File: src/rtl/mm_pkg.sv
// mm_pkg: shared definitions for the Mastermind scoring core.
//   - state encoding for the engine FSM
//   - width helpers for counter/score ports
//   - peg extraction from a packed code/guess bus
package mm_pkg;

    // Engine FSM encoding.
    typedef logic [2:0] state_t;

    localparam state_t ST_IDLE   = 3'd0;
    localparam state_t ST_READY  = 3'd1;
    localparam state_t ST_EXACT  = 3'd2;
    localparam state_t ST_COLOR  = 3'd3;
    localparam state_t ST_REPORT = 3'd4;
    localparam state_t ST_WON    = 3'd5;
    localparam state_t ST_LOST   = 3'd6;

    // Upper bounds for get_peg: packed buses up to 256 bits, pegs up to 16 bits.
    localparam int unsigned MAX_BUS_W   = 256;
    localparam int unsigned MAX_COLOR_W = 16;

    // Bits needed to hold the values 0..n.
    function automatic int unsigned count_w(input int unsigned n);
        return (n < 1) ? 1 : $clog2(n + 1);
    endfunction

    // Returns peg idx of a packed bus (peg i at bits [i*color_w +: color_w]),
    // zero-extended to MAX_COLOR_W bits. Callers truncate to their own COLOR_W.
    function automatic logic [MAX_COLOR_W-1:0] get_peg(
        input logic [MAX_BUS_W-1:0] bus,
        input int unsigned          idx,
        input int unsigned          color_w
    );
        logic [MAX_BUS_W-1:0]   shifted;
        logic [MAX_COLOR_W-1:0] mask;
        shifted = bus >> (idx * color_w);
        mask    = (MAX_COLOR_W'(1) << color_w) - MAX_COLOR_W'(1);
        return shifted[MAX_COLOR_W-1:0] & mask;
    endfunction

endpackage

File: src/rtl/mm_color_count.sv
// mm_color_count: combinational per-colour match counter.
// Counts how many code pegs and how many guess pegs equal the colour `color`
// and returns the smaller count, i.e. the number of colour matches
// (position-independent) contributed by that colour.
//   code   in  PEGS*COLOR_W  packed secret code
//   guess  in  PEGS*COLOR_W  packed guess
//   color  in  COLOR_W       colour under test
//   min_count out CW         min(count_code(color), count_guess(color))
module mm_color_count
    import mm_pkg::*;
#(
    parameter int unsigned PEGS    = 4,
    parameter int unsigned COLOR_W = 3,
    localparam int unsigned CW     = count_w(PEGS)
) (
    input  logic [PEGS*COLOR_W-1:0] code,
    input  logic [PEGS*COLOR_W-1:0] guess,
    input  logic [COLOR_W-1:0]      color,
    output logic [CW-1:0]           min_count
);

    logic [CW-1:0] cnt_code;
    logic [CW-1:0] cnt_guess;

    always_comb begin
        cnt_code  = '0;
        cnt_guess = '0;
        for (int unsigned i = 0; i < PEGS; i++) begin
            if (COLOR_W'(get_peg(MAX_BUS_W'(code), i, COLOR_W)) == color) begin
                cnt_code = cnt_code + CW'(1);
            end
            if (COLOR_W'(get_peg(MAX_BUS_W'(guess), i, COLOR_W)) == color) begin
                cnt_guess = cnt_guess + CW'(1);
            end
        end
        min_count = (cnt_code < cnt_guess) ? cnt_code : cnt_guess;
    end

endmodule

File: src/rtl/mm_score_engine.sv
// mm_score_engine: sequential Mastermind scoring core.
// Holds a PEGS-peg secret code, accepts guesses over valid/ready, scores each
// one peg-by-peg (exact hits) then colour-by-colour (total colour matches),
// and reports exact/partial counts with a one-cycle result_valid pulse.
// Tracks the turn count against TURNS and flags win/lose.
//   clk, reset_n   clock, asynchronous active-low reset
//   new_game       synchronous abort back to IDLE
//   code_load      latch code_in (IDLE, WON, LOST only)
//   code_in        packed secret code
//   guess_valid    guess offered
//   guess          packed guess
//   guess_ready    high in READY
//   exact/partial  score of the last guess
//   result_valid   one-cycle pulse in REPORT
//   turn           guesses scored this game
//   win/lose       levels in WON/LOST
module mm_score_engine
    import mm_pkg::*;
#(
    parameter int unsigned PEGS    = 4,
    parameter int unsigned COLOR_W = 3,
    parameter int unsigned TURNS   = 8,
    localparam int unsigned CW     = count_w(PEGS),
    localparam int unsigned TW     = count_w(TURNS)
) (
    input  logic                    clk,
    input  logic                    reset_n,
    input  logic                    new_game,
    input  logic                    code_load,
    input  logic [PEGS*COLOR_W-1:0] code_in,
    input  logic                    guess_valid,
    input  logic [PEGS*COLOR_W-1:0] guess,
    output logic                    guess_ready,
    output logic [CW-1:0]           exact,
    output logic [CW-1:0]           partial,
    output logic                    result_valid,
    output logic [TW-1:0]           turn,
    output logic                    win,
    output logic                    lose
);

    localparam int unsigned NCOL  = 2 ** COLOR_W;
    localparam int unsigned PW    = (PEGS > 1) ? $clog2(PEGS) : 1;
    // One counter serves as peg index in EXACT and colour in COLOR.
    localparam int unsigned CNT_W = (PW > COLOR_W) ? PW : COLOR_W;
    localparam int unsigned BW    = PEGS * COLOR_W;

    state_t            state_q, state_d;
    logic [BW-1:0]     code_q, code_d;
    logic [BW-1:0]     guess_q, guess_d;
    logic [CNT_W-1:0]  cnt_q, cnt_d;
    logic [CW-1:0]     exact_acc_q, exact_acc_d;
    logic [CW-1:0]     match_acc_q, match_acc_d;
    logic [CW-1:0]     exact_q, exact_d;
    logic [CW-1:0]     partial_q, partial_d;
    logic [TW-1:0]     turn_q, turn_d;

    logic [COLOR_W-1:0] code_peg;
    logic [COLOR_W-1:0] guess_peg;
    logic [CW-1:0]      color_min;
    logic [CW-1:0]      match_next;
    logic               last_peg;
    logic               last_color;

    mm_color_count #(
        .PEGS    (PEGS),
        .COLOR_W (COLOR_W)
    ) u_color_count (
        .code      (code_q),
        .guess     (guess_q),
        .color     (cnt_q[COLOR_W-1:0]),
        .min_count (color_min)
    );

    assign code_peg   = COLOR_W'(get_peg(MAX_BUS_W'(code_q), 32'(cnt_q), COLOR_W));
    assign guess_peg  = COLOR_W'(get_peg(MAX_BUS_W'(guess_q), 32'(cnt_q), COLOR_W));
    assign last_peg   = (cnt_q == CNT_W'(PEGS - 1));
    assign last_color = (cnt_q == CNT_W'(NCOL - 1));
    assign match_next = match_acc_q + color_min;

    always_comb begin
        state_d     = state_q;
        code_d      = code_q;
        guess_d     = guess_q;
        cnt_d       = cnt_q;
        exact_acc_d = exact_acc_q;
        match_acc_d = match_acc_q;
        exact_d     = exact_q;
        partial_d   = partial_q;
        turn_d      = turn_q;

        if (new_game) begin
            state_d = ST_IDLE;
            turn_d  = '0;
        end else begin
            case (state_q)
                ST_IDLE, ST_WON, ST_LOST: begin
                    if (code_load) begin
                        code_d    = code_in;
                        turn_d    = '0;
                        exact_d   = '0;
                        partial_d = '0;
                        state_d   = ST_READY;
                    end
                end
                ST_READY: begin
                    if (guess_valid) begin
                        guess_d     = guess;
                        exact_acc_d = '0;
                        match_acc_d = '0;
                        cnt_d       = '0;
                        state_d     = ST_EXACT;
                    end
                end
                ST_EXACT: begin
                    if (code_peg == guess_peg) begin
                        exact_acc_d = exact_acc_q + CW'(1);
                    end
                    if (last_peg) begin
                        cnt_d   = '0;
                        state_d = ST_COLOR;
                    end else begin
                        cnt_d = cnt_q + CNT_W'(1);
                    end
                end
                ST_COLOR: begin
                    match_acc_d = match_next;
                    if (last_color) begin
                        // Outputs are registered here so they are visible
                        // during the REPORT cycle alongside result_valid.
                        exact_d   = exact_acc_q;
                        partial_d = match_next - exact_acc_q;
                        turn_d    = turn_q + TW'(1);
                        cnt_d     = '0;
                        state_d   = ST_REPORT;
                    end else begin
                        cnt_d = cnt_q + CNT_W'(1);
                    end
                end
                ST_REPORT: begin
                    if (exact_q == CW'(PEGS)) begin
                        state_d = ST_WON;
                    end else if (turn_q == TW'(TURNS)) begin
                        state_d = ST_LOST;
                    end else begin
                        state_d = ST_READY;
                    end
                end
                default: state_d = ST_IDLE;
            endcase
        end
    end

    always_ff @(posedge clk or negedge reset_n) begin
        if (!reset_n) begin
            state_q     <= ST_IDLE;
            code_q      <= '0;
            guess_q     <= '0;
            cnt_q       <= '0;
            exact_acc_q <= '0;
            match_acc_q <= '0;
            exact_q     <= '0;
            partial_q   <= '0;
            turn_q      <= '0;
        end else begin
            state_q     <= state_d;
            code_q      <= code_d;
            guess_q     <= guess_d;
            cnt_q       <= cnt_d;
            exact_acc_q <= exact_acc_d;
            match_acc_q <= match_acc_d;
            exact_q     <= exact_d;
            partial_q   <= partial_d;
            turn_q      <= turn_d;
        end
    end

    assign guess_ready  = (state_q == ST_READY);
    assign result_valid = (state_q == ST_REPORT);
    assign win          = (state_q == ST_WON);
    assign lose         = (state_q == ST_LOST);
    assign exact        = exact_q;
    assign partial      = partial_q;
    assign turn         = turn_q;

endmodule

File: config.mk
export PLATFORM = sky130hd
export DESIGN_NAME = mm_score_engine
export DESIGN_NICKNAME = d
export VERILOG_FILES = /design/src/rtl/mm_pkg.sv /design/src/rtl/mm_color_count.sv /design/src/rtl/mm_score_engine.sv
export SDC_FILE = /design/constraint.sdc
export NUM_CORES = 1
export LEC_CHECK = 0
export BUFFER_PORTS_ARGS = -buffer_cell sky130_fd_sc_hd__buf_2
export CAP_MARGIN = 40
export CORE_MARGIN = 3
export CORE_UTILIZATION = 54
export CTS_BUF_LIST = sky130_fd_sc_hd__clkbuf_4 sky130_fd_sc_hd__clkbuf_8
export DETAILED_ROUTE_END_ITERATION = 12
export PLACE_DENSITY = 0.79
export SYNTH_ARGS = -nofsm -noshare
export SYNTH_HDL_FRONTEND = slang
export SYNTH_SLANG_ARGS = --single-unit
export TNS_END_PERCENT = 30
File: constraint.sdc
create_clock -name clk -period 4.77 [get_ports clk]
set_clock_uncertainty 0.1 [all_clocks]
set_input_delay 0.477 -clock clk [delete_from_list [all_inputs] [get_ports clk]]
set_output_delay 0.477 -clock clk [all_outputs]
set_load 0.01 [all_outputs]
==> impl_metrics.ini, run 1 <==
[status]
outcome = finished, final reports clean

[synthesis]
synth_edf_count = 0
yosysWarnings = 0
async_flop_share_pct = 100
synth-seq-area-share_pct = 37.7
synth_nets = 351
synth_cell_type_count = 46
syn_area_per_cell_um2 = 10.1
synth_cells = 301
synth_area_mm2 = 0.00305
ys_ff_latch = 46
ys.flop_type = dfrtp_1

[sta]
slew_headroom_pct = 47.8
hold_violations = 0
period_share_pct = 95.7
drv_slew = 0
worst_pin_slew_ns = 0.781
fmaxAchievable_mhz = 219
fin_crit_ns = 4.57
finalSetupViolations = 0

[power]
powerDensity_mw_per_mm2 = 650
irDropWorstVdd_mv = 0.465
leakagePower_uw = 0.00168

[drt]
viasPerCell = 5.62
ant_nets = 0
vias = 2359
detail_route.wl_per_cell_um = 15.5
first_iter_violations = 133
drt_pass1_iterations = 4
routed_wl_um = 6500
drc_errors = 0

[floorplan]
design.die.area_mm2 = 0.00659
die_y_um = 81.2
initial_core_util_pct = 57.6
core_area_mm2 = 0.00530
row_count = 26
die_w_um = 81.2
io_pins = 43

[layout]
drive_above_1_share_pct = 28.9
final_cell_area_mm2 = 0.00356
fin_cells = 420
areaGrowthSynthToFinish_pct = 16.6
final_cell_mix = dfrtp_1, buf_2, mux2_2
nets = 399
antennaDiodeCount = 0
final_common_cell = dfrtp_1

[critical_path]
cp_slowest_stage_delay_ns = 0.54
crit_slowest_cell = or4_4
crit_fanout = 8
cp_top_family = adder cells
cp-end-kind = flop
worstPathArrival_ns = 4.66
required_ns = 4.86
critPathLaunchType = flop
crit_chain = xnor2_1 -> nand3_1 -> inv_1 -> ha_4 -> or4_4 -> nand2_1 -> ha_1 -> nand4_1 -> xnor2_1 -> ha_1 -> inv_1 -> a21oi_2 -> a21boi_1 -> nor2_1 -> ha_1 -> fa_1 -> inv_1 -> fa_2 -> xnor2_2 -> xnor2_1 -> o21ai_1
path_buf_inv = 3
critical_path_class = reg -> reg

[clock_tree]
h-tree-depth = 2
cts_buffers = 5
cts_root_buffer = clkbuf_8
clk_latency_ns = 0.30
clkTransAtPathRegs_ns = 0.09
cts_max_path_buffers = 2
cts.sinks = 46
cts_hold_buf = 0
cts_tree = done

[place]
portBuffers = 42
place_inst = 409
place_area_mm2 = 0.00337
hpwl_um = 4860
place.gp.congestion = 0.841

[global_routing]
grt_pass1_wl_um = 10600
grt_start_max_net_pins = 25
gr-total-overflow = 0
antenna_found_initial = 0
track_usage_pct = 20.7
grt_pass1_vias = 2295

[job]
maxCapViolCount = 0

[min_path]
hp-class = in -> async
[worst register-to-register path, cell delays in order (launching register included)]
cell and delay [ns]:
dfrtp_2 0.47, xnor2_1 0.19, nand3_1 0.12, inv_1 0.14, ha_4 0.22, or4_4 0.54
nand2_1 0.09, ha_1 0.14, nand4_1 0.09, xnor2_1 0.16, ha_1 0.28, inv_1 0.05
a21oi_2 0.17, a21boi_1 0.19, nor2_1 0.06, ha_1 0.19, fa_1 0.47, inv_1 0.06
fa_2 0.37, xnor2_2 0.14, xnor2_1 0.14, o21ai_1 0.07
[path summary, 6_finish.rpt]
| check | from | endpoint | slack (ns) | cells past startpoint |
|---|---|---|---|---|
| worst max register to register | cnt_q[1]$_DFFE_PN0P_ | partial[2]$_DFFE_PN0P_ | 0.20 | 21 |
| worst min-delay path | reset_n | turn[3]$_DFFE_PN0P_ | 0.06 | 1 |
| worst max-delay path | cnt_q[1]$_DFFE_PN0P_ | partial[2]$_DFFE_PN0P_ | 0.20 | 21 |
| min in group clk | guess[10] | guess_q[10]$_DFFE_PN0P_ | 0.30 | 2 |
| max in group asynchronous | reset_n | code_q[7]$_DFFE_PN0P_ | 3.99 | 2 |
| worst min register to register | partial[0]$_DFFE_PN0P_ | partial[0]$_DFFE_PN0P_ | 0.40 | 2 |
[sequential cells by signal, indices dropped and copies added (netlist names)]
register	count
cnt_q	3
code_q	12
exact	3
exact_acc_q	3
guess_q	12
match_acc_q	3
partial	3
state_q	3
turn	4
[routing by layer]
layer  share of wire (%)  track usage [%]  vias up
li1                    -                -     1150
met1                  45             28.0     1131
met2                  49             33.8       71
met3                 5.0             3.77        7
met4                 1.2             5.91        0
met5                   0                0        -
[repair_timing]
item	4_1_cts	5_1_grt
gates resized for setup	2	11
setup buffers	0	3
endpoints found under the setup margin	1	2
pin swaps	0	1
endpoints found under the hold margin	0	0
[cell families (layout without fill, tap and decap cells)]
kind of cell / count (synthesis) / count (layout) / synth area share [%]
AND/OR/NAND/NOR: 84 / 84 / 14.3
XOR/XNOR: 40 / 40 / 11.5
flip-flops: 46 / 46 / 37.7
buffers and inverters: 26 / 75 / 3.77
AO/OA/AOI/OAI: 48 / 48 / 10.0
adder cells (fa/ha/maj): 21 / 21 / 9.09
multiplexers: 36 / 36 / 13.7
[synthesized netlist by cell type (all sizes together) (2+ instances only)]
master   count  area (µm²)
a211oi       2        15.0
a21o         3        22.5
a21oi       11        55.1
a22o         5        43.8
a22oi        2        15.0
a2bb2oi      2        17.5
and2         2        12.5
and3         6        37.5
buf          9        51.3
clkbuf       2        7.51
dfrtp       46        1150
fa           2        40.0
ha          19         238
inv         15        56.3
mux2        27         304
mux2i        7        70.1
mux4         2        45.0
nand2       20        75.1
nand2b       4        25.0
nand3       13        65.1
nand4b       3        26.3
nor2        14        52.6
nor2b        2        12.5
nor3         6        30.0
nor3b        4        30.0
nor4         2        12.5
o21ai       17        85.1
or3          2        12.5
or4          2        15.0
xnor2       28         245
xor2        12         105
[stage by stage]
step / hold WS (ns) / util [%] / setup TNS (ns) / worst slack (ns) / total power (µW)
after floorplan: 0.0814 / - / 0 / 0.0300 / 1660
after global placement: 0.360 / 63.0 / 0 / 0.142 / 1860
after detailed placement: 0.373 / 63.5 / 0 / 0.00159 / 1920
after CTS: 0.0820 / 65.7 / 0 / 0.0155 / 2230
after global routing: 0.100 / 67.2 / -0.0507 / -0.0507 / 2550
final: 0.0632 / 67.2 / 0 / 0.204 / 2310
[layout make-up]
cell class	instances	area [µm²]
Clock buffer	6	76.3
Clock inverter	2	37.5
Fill cell	393	1740
Inverter	15	56.3
Multi-Input combinational cell	229	1840
Sequential cell	46	1150
Tap cell	70	87.6
Timing Repair Buffer	52	305
[power breakdown]
part	leakage (µW)	switching [µW]	total, µW	internal (µW)
sequential	0.000587	184	699	515
combinational	0.00104	659	1320	657
clock	0.0000548	136	298	162
Note: power is estimated with default switching activity, not from simulation.
==> inputs of run 2 (changes only) <==
- ABC_AREA: not set -> 1
- CORE_UTILIZATION: 54 -> 55
- PLACE_DENSITY: 0.79 -> 0.77
- clock period: 4.77 -> 5.1 ns (I/O delays scaled with it)
==> impl_metrics.ini, run 2 <==
[status]
outcome = finished, final reports clean

[synthesis]
synth.top_cells.by_area = dfrtp_1, nand2_1, ha_1, mux2_2, inv_1
yosys.area.top_type = dfrtp_1
synth_cells = 397
synth_top_area_share_pct = 35.4
synth_nets = 447
ys_top_cells_by_count = nand2_1, dfrtp_1, inv_1
synth_edf_count = 0
syn_area_per_cell_um2 = 8.19
ys_ff_latch = 46
ys.flop_type = dfrtp_1
synth_cell_type_count = 34
yosysWarnings = 0
synth-seq-area-share_pct = 35.4
synth.most_common_cell = nand2_1
synth_area_mm2 = 0.00325
async_flop_share_pct = 100

[clock_tree]
clkTransAtPathRegs_ns = 0.09
clk_latency_ns = 0.30
cts_tree = done
cts_max_path_buffers = 2
cts_buffers = 5
cts_root_buffer = clkbuf_8
cts.sinks = 46
h-tree-depth = 2

[power]
p_comb_share_pct = 57.6
leakagePower_uw = 0.00191
power_switching_uw = 954
p_int_uw = 1070
seqPwrFrac_pct = 30.8
powerDensity_mw_per_mm2 = 563
irDropWorstVdd_mv = 0.286
clock_power_share_pct = 11.6
swShare_pct = 47.0

[sta]
finalSetupViolations = 0
hold_violations = 0
fmaxAchievable_mhz = 213
worst_pin_slew_ns = 0.544
slew_headroom_pct = 63.7
holdWs_ns = 0.0778
drv_slew = 0
tns_ns = 0
rsz0062_at_grt = false
period_share_pct = 91.9
fin_crit_ns = 4.69

[layout]
nFillCells = 500
areaGrowthSynthToFinish_pct = 10.7
final_common_cell = nand2_1
nets = 490
antennaDiodeCount = 0
drive_above_1_share_pct = 25.4
final_cell_mix = nand2_1, dfrtp_1, inv_1

[drt]
ant_nets = 0
vias = 2566
drc_errors = 0
detail_route.wl_per_cell_um = 12.2
drt_pass1_iterations = 5
first_iter_violations = 112
routed_wl_um = 6260
viasPerCell = 5.00

[critical_path]
required_ns = 5.18
crit_fanout = 11
critPathLaunchType = flop
crit_slowest_cell = fa_1
cp_top_family = adder cells
cp-end-kind = flop
cpMostUsedCell = nand2_1
critical_path_class = reg -> reg
path_buf_inv = 7
worstPathArrival_ns = 4.77
cp_slowest_stage_delay_ns = 0.49

[global_routing]
grt_pass1_vias = 2594
grt_start_max_net_pins = 26
track_usage_pct = 19.5
gr-total-overflow = 0
antenna_found_initial = 0
grt_pass1_wl_um = 11200

[min_path]
hp-class = in -> async

[job]
maxCapViolCount = 0

[floorplan]
die_y_um = 82.9
die_w_um = 82.9
row_count = 27
design.die.area_mm2 = 0.00687
core_area_mm2 = 0.00561
initial_core_util_pct = 58.0
io_pins = 43

[place]
hpwl_um = 4980
portBuffers = 42
place.gp.congestion = 0.825
run 2: metrics by stage:
| step | total power, µW | worst slack [ns] | utilization [%] | area, µm² | cells |
|---|---|---|---|---|---|
| 2_1_floorplan | 1580 | 0.663 | - | 3250 | 397 |
| 3_3_place_gp | 1740 | 0.464 | 61.9 | 3470 | 502 |
| 3_5_place_dp | 1790 | 0.288 | 62.2 | 3490 | 503 |
| 4_1_cts | 2030 | 0.229 | 63.9 | 3580 | 511 |
| 5_1_grt | 2240 | 0.0501 | 64.2 | 3600 | 513 |
| 6_report | 2030 | 0.415 | 64.2 | 3600 | 513 |
run 2: final timing paths:
| kind | from | endpoint | slack [ns] | cells past startpoint |
|---|---|---|---|---|
| setup / recovery | cnt_q[0]$_DFFE_PN0P_ | partial[2]$_DFFE_PN0P_ | 0.41 | 28 |
| hold reg to reg | partial[2]$_DFFE_PN0P_ | partial[2]$_DFFE_PN0P_ | 0.40 | 2 |
| max in group asynchronous | reset_n | cnt_q[1]$_DFFE_PN0P_ | 4.29 | 2 |
| min in group clk | guess[9] | guess_q[9]$_DFFE_PN0P_ | 0.33 | 2 |
| hold / removal | reset_n | turn[1]$_DFFE_PN0P_ | 0.08 | 1 |
| setup reg to reg | cnt_q[0]$_DFFE_PN0P_ | partial[2]$_DFFE_PN0P_ | 0.41 | 28 |
run 2: power by group through the flow:
stage | Clock (µW) | Sequential [µW] | Combinational (µW)
2_1_floorplan | 0 | 585 | 991
3_3_place_gp | 0 | 630 | 1110
3_5_place_dp | 0 | 638 | 1150
4_1_cts | 244 | 632 | 1160
5_1_grt | 263 | 642 | 1330
6_report | 235 | 624 | 1170
run 2: cell families after synthesis:
family,count (synthesis),share of synthesized area (%)
compound gates,45,7.96
flops,46,35.4
fa+ha+maj,21,8.54
simple gates,178,25.5
mux,17,5.88
buf+inv,62,9.19
xor+xnor,28,7.54
run 2: worst register-to-register path: cells and delay by family (launching register included):
family | cells | cell delay [ns]
XOR/XNOR | 3 | 0.51
buffers and inverters | 7 | 0.50
AO/OA/AOI/OAI | 1 | 0.22
flip-flops | 1 | 0.43
adder cells (fa/ha/maj) | 6 | 1.84
AND/OR/NAND/NOR | 11 | 0.96
run 2: area by class of cell:
| cell class | instances | area [µm²] | area share, % |
|---|---|---|---|
| multi-input combinational | 289 | 1800 | 50.1 |
| sequential | 46 | 1150 | 32.0 |
| timing repair buffer | 46 | 253 | 7.02 |
| inverter | 52 | 208 | 5.77 |
| tap | 72 | 90.1 | 2.50 |
| clock buffer | 6 | 82.6 | 2.29 |
| clock inverter | 2 | 12.5 | 0.347 |
run 2: repair_timing:
item,in CTS,in global routing
setup endpoints to repair,0,1
setup buffers,0,2
hold buffers,0,0
gates resized for setup,0,3
run 2: routing by layer:
| layer | share of wire [%] | vias to the layer above | track usage [%] | routed length [µm] |
|---|---|---|---|---|
| met4 | 0.75 | 0 | 4.31 | 47 |
| met5 | 0 | - | 0 | 0 |
| li1 | - | 1345 | - | - |
| met1 | 46 | 1172 | 24.3 | 2860 |
| met3 | 3.3 | 5 | 3.77 | 205 |
| met2 | 50 | 44 | 34.8 | 3150 |
